--- config.mk ---
export PLATFORM = sky130hd
export DESIGN_NAME = dmi_transport_ctrl
export DESIGN_NICKNAME = d
export VERILOG_FILES = /design/src/rtl/dmi_transport_ctrl.sv
export SDC_FILE = /design/constraint.sdc
export NUM_CORES = 1
export LEC_CHECK = 0
export CORE_AREA = 2 2 128 93
export CTS_BUF_LIST = sky130_fd_sc_hd__clkbuf_4
export CTS_CLUSTER_SIZE = 14
export DETAILED_ROUTE_END_ITERATION = 10
export DIE_AREA = 0 0 130 95
export PLACE_DENSITY = 0.87
export REMOVE_ABC_BUFFERS = 1
export SYNTH_ARGS = -nofsm -noshare
export SYNTH_HDL_FRONTEND = slang
export SYNTH_SLANG_ARGS = --single-unit
--- constraint.sdc ---
create_clock -name clk -period 2.6 [get_ports clk]
set_clock_uncertainty 0.1 [all_clocks]
set_input_delay 0.26 -clock clk [delete_from_list [all_inputs] [get_ports clk]]
set_output_delay 0.26 -clock clk [all_outputs]
set_load 0.1 [all_outputs]
--- src/rtl/dmi_transport_ctrl.sv ---
// DTM-side DMI transport: turns TAP dmi/dtmcs updates into a valid/ready request
// to the debug module, tracks the response, and keeps the sticky dmistat error.
module dmi_transport_ctrl #(
  parameter int ABITS          = 7,
  parameter int DATA_W         = 32,
  parameter int IDLE_HINT      = 5,
  parameter int TIMEOUT_CYCLES = 1024
) (
  input  logic                    clk,
  input  logic                    reset,
  input  logic                    dtmcs_update,
  input  logic [31:0]             dtmcs_wdata,
  output logic [31:0]             dtmcs_rdata,
  input  logic                    dmi_update,
  input  logic [ABITS+DATA_W+1:0] dmi_wdata,
  output logic [ABITS+DATA_W+1:0] dmi_rdata,
  output logic                    dm_req_valid,
  input  logic                    dm_req_ready,
  output logic [ABITS-1:0]        dm_req_addr,
  output logic [DATA_W-1:0]       dm_req_data,
  output logic                    dm_req_write,
  input  logic                    dm_rsp_valid,
  input  logic [DATA_W-1:0]       dm_rsp_data,
  input  logic [1:0]              dm_rsp_status,
  output logic                    dm_hard_reset,
  output logic                    busy
);

  localparam int DMI_W = ABITS + DATA_W + 2;

  localparam logic [1:0] ST_IDLE  = 2'd0;
  localparam logic [1:0] ST_ISSUE = 2'd1;
  localparam logic [1:0] ST_WAIT  = 2'd2;
  localparam logic [1:0] ST_DRAIN = 2'd3;

  localparam logic [1:0] STICKY_OK     = 2'd0;
  localparam logic [1:0] STICKY_FAILED = 2'd2;
  localparam logic [1:0] STICKY_BUSY   = 2'd3;

  localparam logic [1:0] OP_READ  = 2'd1;
  localparam logic [1:0] OP_WRITE = 2'd2;

  localparam logic [2:0] IDLE_FIELD  = (IDLE_HINT > 7) ? 3'd7 : 3'(IDLE_HINT);
  localparam logic [5:0] ABITS_FIELD = 6'(ABITS);

  logic [1:0]        state_reg, state_next;
  logic [1:0]        sticky_reg, sticky_next;
  logic [ABITS-1:0]  addr_reg, addr_next;
  logic [DATA_W-1:0] data_reg, data_next;
  logic              write_reg, write_next;
  logic [31:0]       cnt_reg, cnt_next;
  logic              hard_reset_reg, hard_reset_next;

  logic [1:0]        dmi_op;
  logic [DATA_W-1:0] dmi_data;
  logic [ABITS-1:0]  dmi_addr;
  logic              dmireset;
  logic              dmihardreset;
  logic              timeout_hit;
  logic [1:0]        status;
  logic              unused_dtmcs_bits;

  assign dmi_op       = dmi_wdata[1:0];
  assign dmi_data     = dmi_wdata[DATA_W+1:2];
  assign dmi_addr     = dmi_wdata[DMI_W-1:DATA_W+2];
  assign dmireset     = dtmcs_update & dtmcs_wdata[16];
  assign dmihardreset = dtmcs_update & dtmcs_wdata[17];
  assign timeout_hit  = (TIMEOUT_CYCLES != 0) && (cnt_reg == 32'(TIMEOUT_CYCLES - 1));
  assign unused_dtmcs_bits = ^{dtmcs_wdata[31:18], dtmcs_wdata[15:0]};

  always_comb begin
    state_next      = state_reg;
    addr_next       = addr_reg;
    data_next       = data_reg;
    write_next      = write_reg;
    cnt_next        = cnt_reg;
    hard_reset_next = 1'b0;
    // dmireset clears first so a same-cycle dmi update sees the cleared sticky
    sticky_next     = dmireset ? STICKY_OK : sticky_reg;

    if (dmihardreset) begin
      state_next      = ST_IDLE;
      sticky_next     = STICKY_OK;
      hard_reset_next = 1'b1;
    end else begin
      case (state_reg)
        ST_IDLE: begin
          if (dmi_update && sticky_next == STICKY_OK &&
              (dmi_op == OP_READ || dmi_op == OP_WRITE)) begin
            addr_next  = dmi_addr;
            write_next = (dmi_op == OP_WRITE);
            if (dmi_op == OP_WRITE) data_next = dmi_data;
            state_next = ST_ISSUE;
          end
        end
        ST_ISSUE: begin
          if (dm_req_ready) begin
            state_next = ST_WAIT;
            cnt_next   = '0;
          end
        end
        ST_WAIT: begin
          if (dm_rsp_valid) begin
            if (!write_reg) data_next = dm_rsp_data;
            if (dm_rsp_status != 2'd0 && sticky_next == STICKY_OK) sticky_next = STICKY_FAILED;
            state_next = ST_IDLE;
          end else if (timeout_hit) begin
            if (sticky_next == STICKY_OK) sticky_next = STICKY_FAILED;
            state_next = ST_DRAIN;
          end else begin
            cnt_next = cnt_reg + 32'd1;
          end
        end
        ST_DRAIN: begin
          if (dm_rsp_valid) state_next = ST_IDLE;
        end
        default: state_next = ST_IDLE;
      endcase

      // Evaluated after the response so a failing response is the error that sticks
      if (state_reg != ST_IDLE && dmi_update && sticky_next == STICKY_OK)
        sticky_next = STICKY_BUSY;
    end
  end

  always_ff @(posedge clk) begin
    if (reset) begin
      state_reg      <= ST_IDLE;
      sticky_reg     <= STICKY_OK;
      addr_reg       <= '0;
      data_reg       <= '0;
      write_reg      <= 1'b0;
      cnt_reg        <= '0;
      hard_reset_reg <= 1'b0;
    end else begin
      state_reg      <= state_next;
      sticky_reg     <= sticky_next;
      addr_reg       <= addr_next;
      data_reg       <= data_next;
      write_reg      <= write_next;
      cnt_reg        <= cnt_next;
      hard_reset_reg <= hard_reset_next;
    end
  end

  assign status = (sticky_reg != STICKY_OK) ? sticky_reg :
                  (state_reg != ST_IDLE)    ? 2'd3 : 2'd0;

  assign dmi_rdata     = {addr_reg, data_reg, status};
  assign dtmcs_rdata   = {17'b0, IDLE_FIELD, status, ABITS_FIELD, 4'd1};
  assign dm_req_valid  = (state_reg == ST_ISSUE);
  assign dm_req_addr   = addr_reg;
  assign dm_req_data   = data_reg;
  assign dm_req_write  = write_reg;
  assign dm_hard_reset = hard_reset_reg;
  assign busy          = (state_reg != ST_IDLE);

endmodule

==> summary.md <==
| Metric | Value |
|---|---|
| Maximum vdd ir drop | `~0.82 mV` |
| Share of cells above drive strength 1 | `about a fifth` |
| RSZ-0062 raised after global routing | `no` |
| DRT iter0 DRCs | `322` |
| Remaining antenna violation count | `0` |
| Logic gate share of total power | `53.9%` |
| Core area | `between 0.01 and 0.015 sq mm` |
| Clk pin slew, worst setup/hold paths | `~0.14 ns` |
| Status | `finished, final reports clean` |
| Filler cells | `around 1000` |
| Final #Nets | `around 800` |
| Final Hold Fails | `0` |
| Die area | `about 0.012 sq mm` |
| Cell taking the most area after synthesis | `dfxtp_1` |
| Tcrit/Tclk final | `between 90 and 100%` |
| GRT Total Usage | `between 10% and 20%` |
| Least-Margin Pin Slew | `between 0.5 and 0.6 ns` |
| CTS sink cnt | `between 70 and 80` |
| Switch share | `between 50% and 60%` |
| Yosys reg bits | `between 70 and 80` |
| Dpl hpwl | `approximately 9000 um` |
| Count of final max-slew check failures | `0` |
| DRC | `0` |
| Post-layout minimum cycle time | `approximately 2.5 ns` |
| Mapped Cells | `542` |
| Routed met1 length | `around 5400 um` |
| Yosys top cell area share | `33.9%` |
| Critical path cell sequence | `or4_4 -> or4_4 -> o21ai_4 -> buf_6 -> o211ai_2 -> a211oi_1` |
| CTS root buffer | `clkbuf_4` |
| Clock power share | `between 10% and 20%` |
| Critical path fanouts, max | `16` |
| Area grow syn2layout | `31.9%` |
| Met2 WL post-DR | `approximately 5700 um` |
| Grt ovf | `0` |
| Arrival time at the worst endpoint | `~2.8 ns` |
| Final setup fails | `0` |
| Syn avg cell area | `roughly 8.4 sq um` |
| Pre-CTS setup slack | `0.0595 ns` |
| Cell Rows | `33` |
| Syn. warnings | `0` |
| Crit path top cell by count | `or4_4` |
| Psw | `approximately 0.0027 W` |
| Final non-filler cell total | `slightly above 800` |
| GP Congestion | `just under 0.9` |
| Worst Path Required | `approximately 2.9 ns` |
| Antenna violations before repair | `0` |
| TritonCTS clock tree | `built` |
| First-pass GRT wire length | `between 15000 and 20000 um` |
| Max Freq | `just under 0.4 GHz` |
| Die extent in y | `approximately 95 um` |
| WL met3 | `831 um` |
| Largest net degree at the start of global routing | `between 60 and 70` |
| Via count | `around 4300` |
| CP max stage delay | `around 0.59 ns` |
| Ant diodes | `0` |
| First drt pass iteration count | `5` |
| CTS Hold Buffers Added | `0` |
| Crit end category | `register` |
| Slowest cell on crit path | `or4_4` |
| I/O pin count | `229` |
| WL final | `12000 um` |
| Total CTS buffers | `9` |
| Vias in the first global route | `just under 4000` |
| Initial Utilization | `40.4%` |
| Crit start category | `register` |
| Power Internal | `0.00222 W` |
| Post-DR vias/cell | `between 5 and 6` |
| Placed insts | `just over 800` |
| PortBufs | `168` |
| Skew-Pair Late Insertion Delay | `0.45 ns` |
| Final WS setup | `~0.08 ns` |
| Pleak | `between 2 and 2.5 nW` |
| Htree depth | `3` |
| Area contributors post-synth | `dfxtp_1 (34%), buf_4 (12%), mux2i_1 (11%)` |
| WL/cell | `14.5 um` |
| Hold Crit Class | `in -> reg` |
| Setup TNS | `0 ns` |
| Top Metal Used | `met4` |
| CTS max path bufs | `2` |
| PwrDens | `slightly above 800 mW/mm^2` |
| Die Width | `~130 um` |
| Setup CP Type | `reg -> reg` |
| Max-Slew Margin vs Limit | `between 60 and 70%` |
| Final hold slack | `just over 0.3 ns` |
| Max-cap violations | `0` |
| Cell area after synthesis | `approximately 0.0046 sq mm` |
| Sequential Power Share | `roughly 28%` |
| Netlist cell types | `between 40 and 50` |
| Sequential element share of the synthesized area | `33.9%` |
==> cell usage after synthesis (all sizes together) <==
cell type,count
conb,2
a2111oi,5
nor4,6
and4,3
o211ai,3
dfxtp,77
a221oi,1
nand2b,8
mux2i,49
inv,11
a211o,1
xnor2,1
and3,4
o21bai,2
clkinv,1
or3,5
a21oi,27
or4,7
nor2,51
buf,81
clkbuf,25
nand4,21
a2bb2oi,1
a21bo,1
ha,6
o41ai,1
or4bb,1
o2111ai,2
a2111o,10
nand2,40
and2,2
a211oi,36
o21ai,18
nor3,3
nand3b,1
o2111a,1
o31ai,7
a21o,2
or2,2
a31oi,3
nor2b,1
nand3,13
==> stage by stage <==
step	cell area, sq um	total power, W	utilization, %
2_1_floorplan	3980	0.00342	-
3_3_place_gp	5790	0.00399	51.4
3_5_place_dp	5790	0.00403	51.4
4_1_cts	5960	0.00491	52.9
5_1_grt	6000	0.00506	53.3
6_report	6000	0.00489	53.3
==> worst paths after layout <==
path            startpoint             end  slack [ns]  depth (start not counted)
min reg2reg    cnt_reg[31]     cnt_reg[31]        0.40                          2
max reg2reg    cnt_reg[16]    state_reg[1]        0.08                          6
max            cnt_reg[16]    state_reg[1]        0.08                          6
min          dmi_wdata[36]  dm_req_addr[2]        0.31                          3
==> power groups by stage <==
stage | Combinational (W) | Clock [W] | Sequential [W]
after floorplan | 0.000698 | 0 | 0.00273
after global placement | 0.00260 | 0 | 0.00139
after detailed placement | 0.00263 | 0 | 0.00140
after CTS | 0.00263 | 0.000903 | 0.00137
after global routing | 0.00272 | 0.000954 | 0.00139
final | 0.00263 | 0.000882 | 0.00137
==> cell families after synthesis <==
| kind of cell | share of synthesized area (%) |
|---|---|
| other cells | 0.165 |
| mux | 10.8 |
| simple gates | 18.3 |
| buf+inv | 15.8 |
| flops | 33.9 |
| compound gates | 19.2 |
| xor+xnor | 0.193 |
| fa+ha+maj | 1.65 |
==> worst max-delay path, delay by kind of cell, from the launching register on <==
family | cells | cell delay [ns]
buffers and inverters | 1 | 0.19
AO/OA/AOI/OAI | 3 | 0.58
AND/OR/NAND/NOR | 2 | 1.16
flip-flops | 1 | 0.39
==> cell type report <==
cell class	instances	area, sq um	area share [%]
sequential	77	1540	25.7
inverter	12	45.0	0.750
multi-input combinational	375	2400	40.0
clock buffer	9	67.6	1.13
tap	157	196	3.27
clock inverter	7	104	1.73
timing repair buffer	188	1650	27.4
==> placed cells by master (no fill, tap or decap), types with 3 or more instances in the layout <==
master and n:
nor4_1 6, a21oi_1 27, and3_1 4, or4_1 5
a211oi_1 36, buf_4 103, or3_1 5, clkbuf_4 9
mux2i_1 49, clkdlybuf4s50_1 82, nor2_1 51, inv_1 11
o21ai_0 14, nand4_1 21, a2111oi_0 4, conb_1 30
nand2b_1 8, a31oi_1 3, dfxtp_1 76, inv_6 4
a2111o_1 10, nor3_1 3, ha_1 5, nand3_1 13
nand2_1 40, and4_1 3, o21ai_1 3, o31ai_1 7
==> layer usage <==
layer	up-vias	global-route usage, %
met3	11	5.27
met5	-	0
li1	2114	-
met2	169	33.3
met1	2001	24.2
met4	0	5.91
==> timing repair <==
item / in CTS / in global routing
buffers inserted: 0 / 4
gates resized for setup: 0 / 4
endpoints found under the setup margin: 0 / 8
No activity file was read; power rests on OpenSTA's default activity.
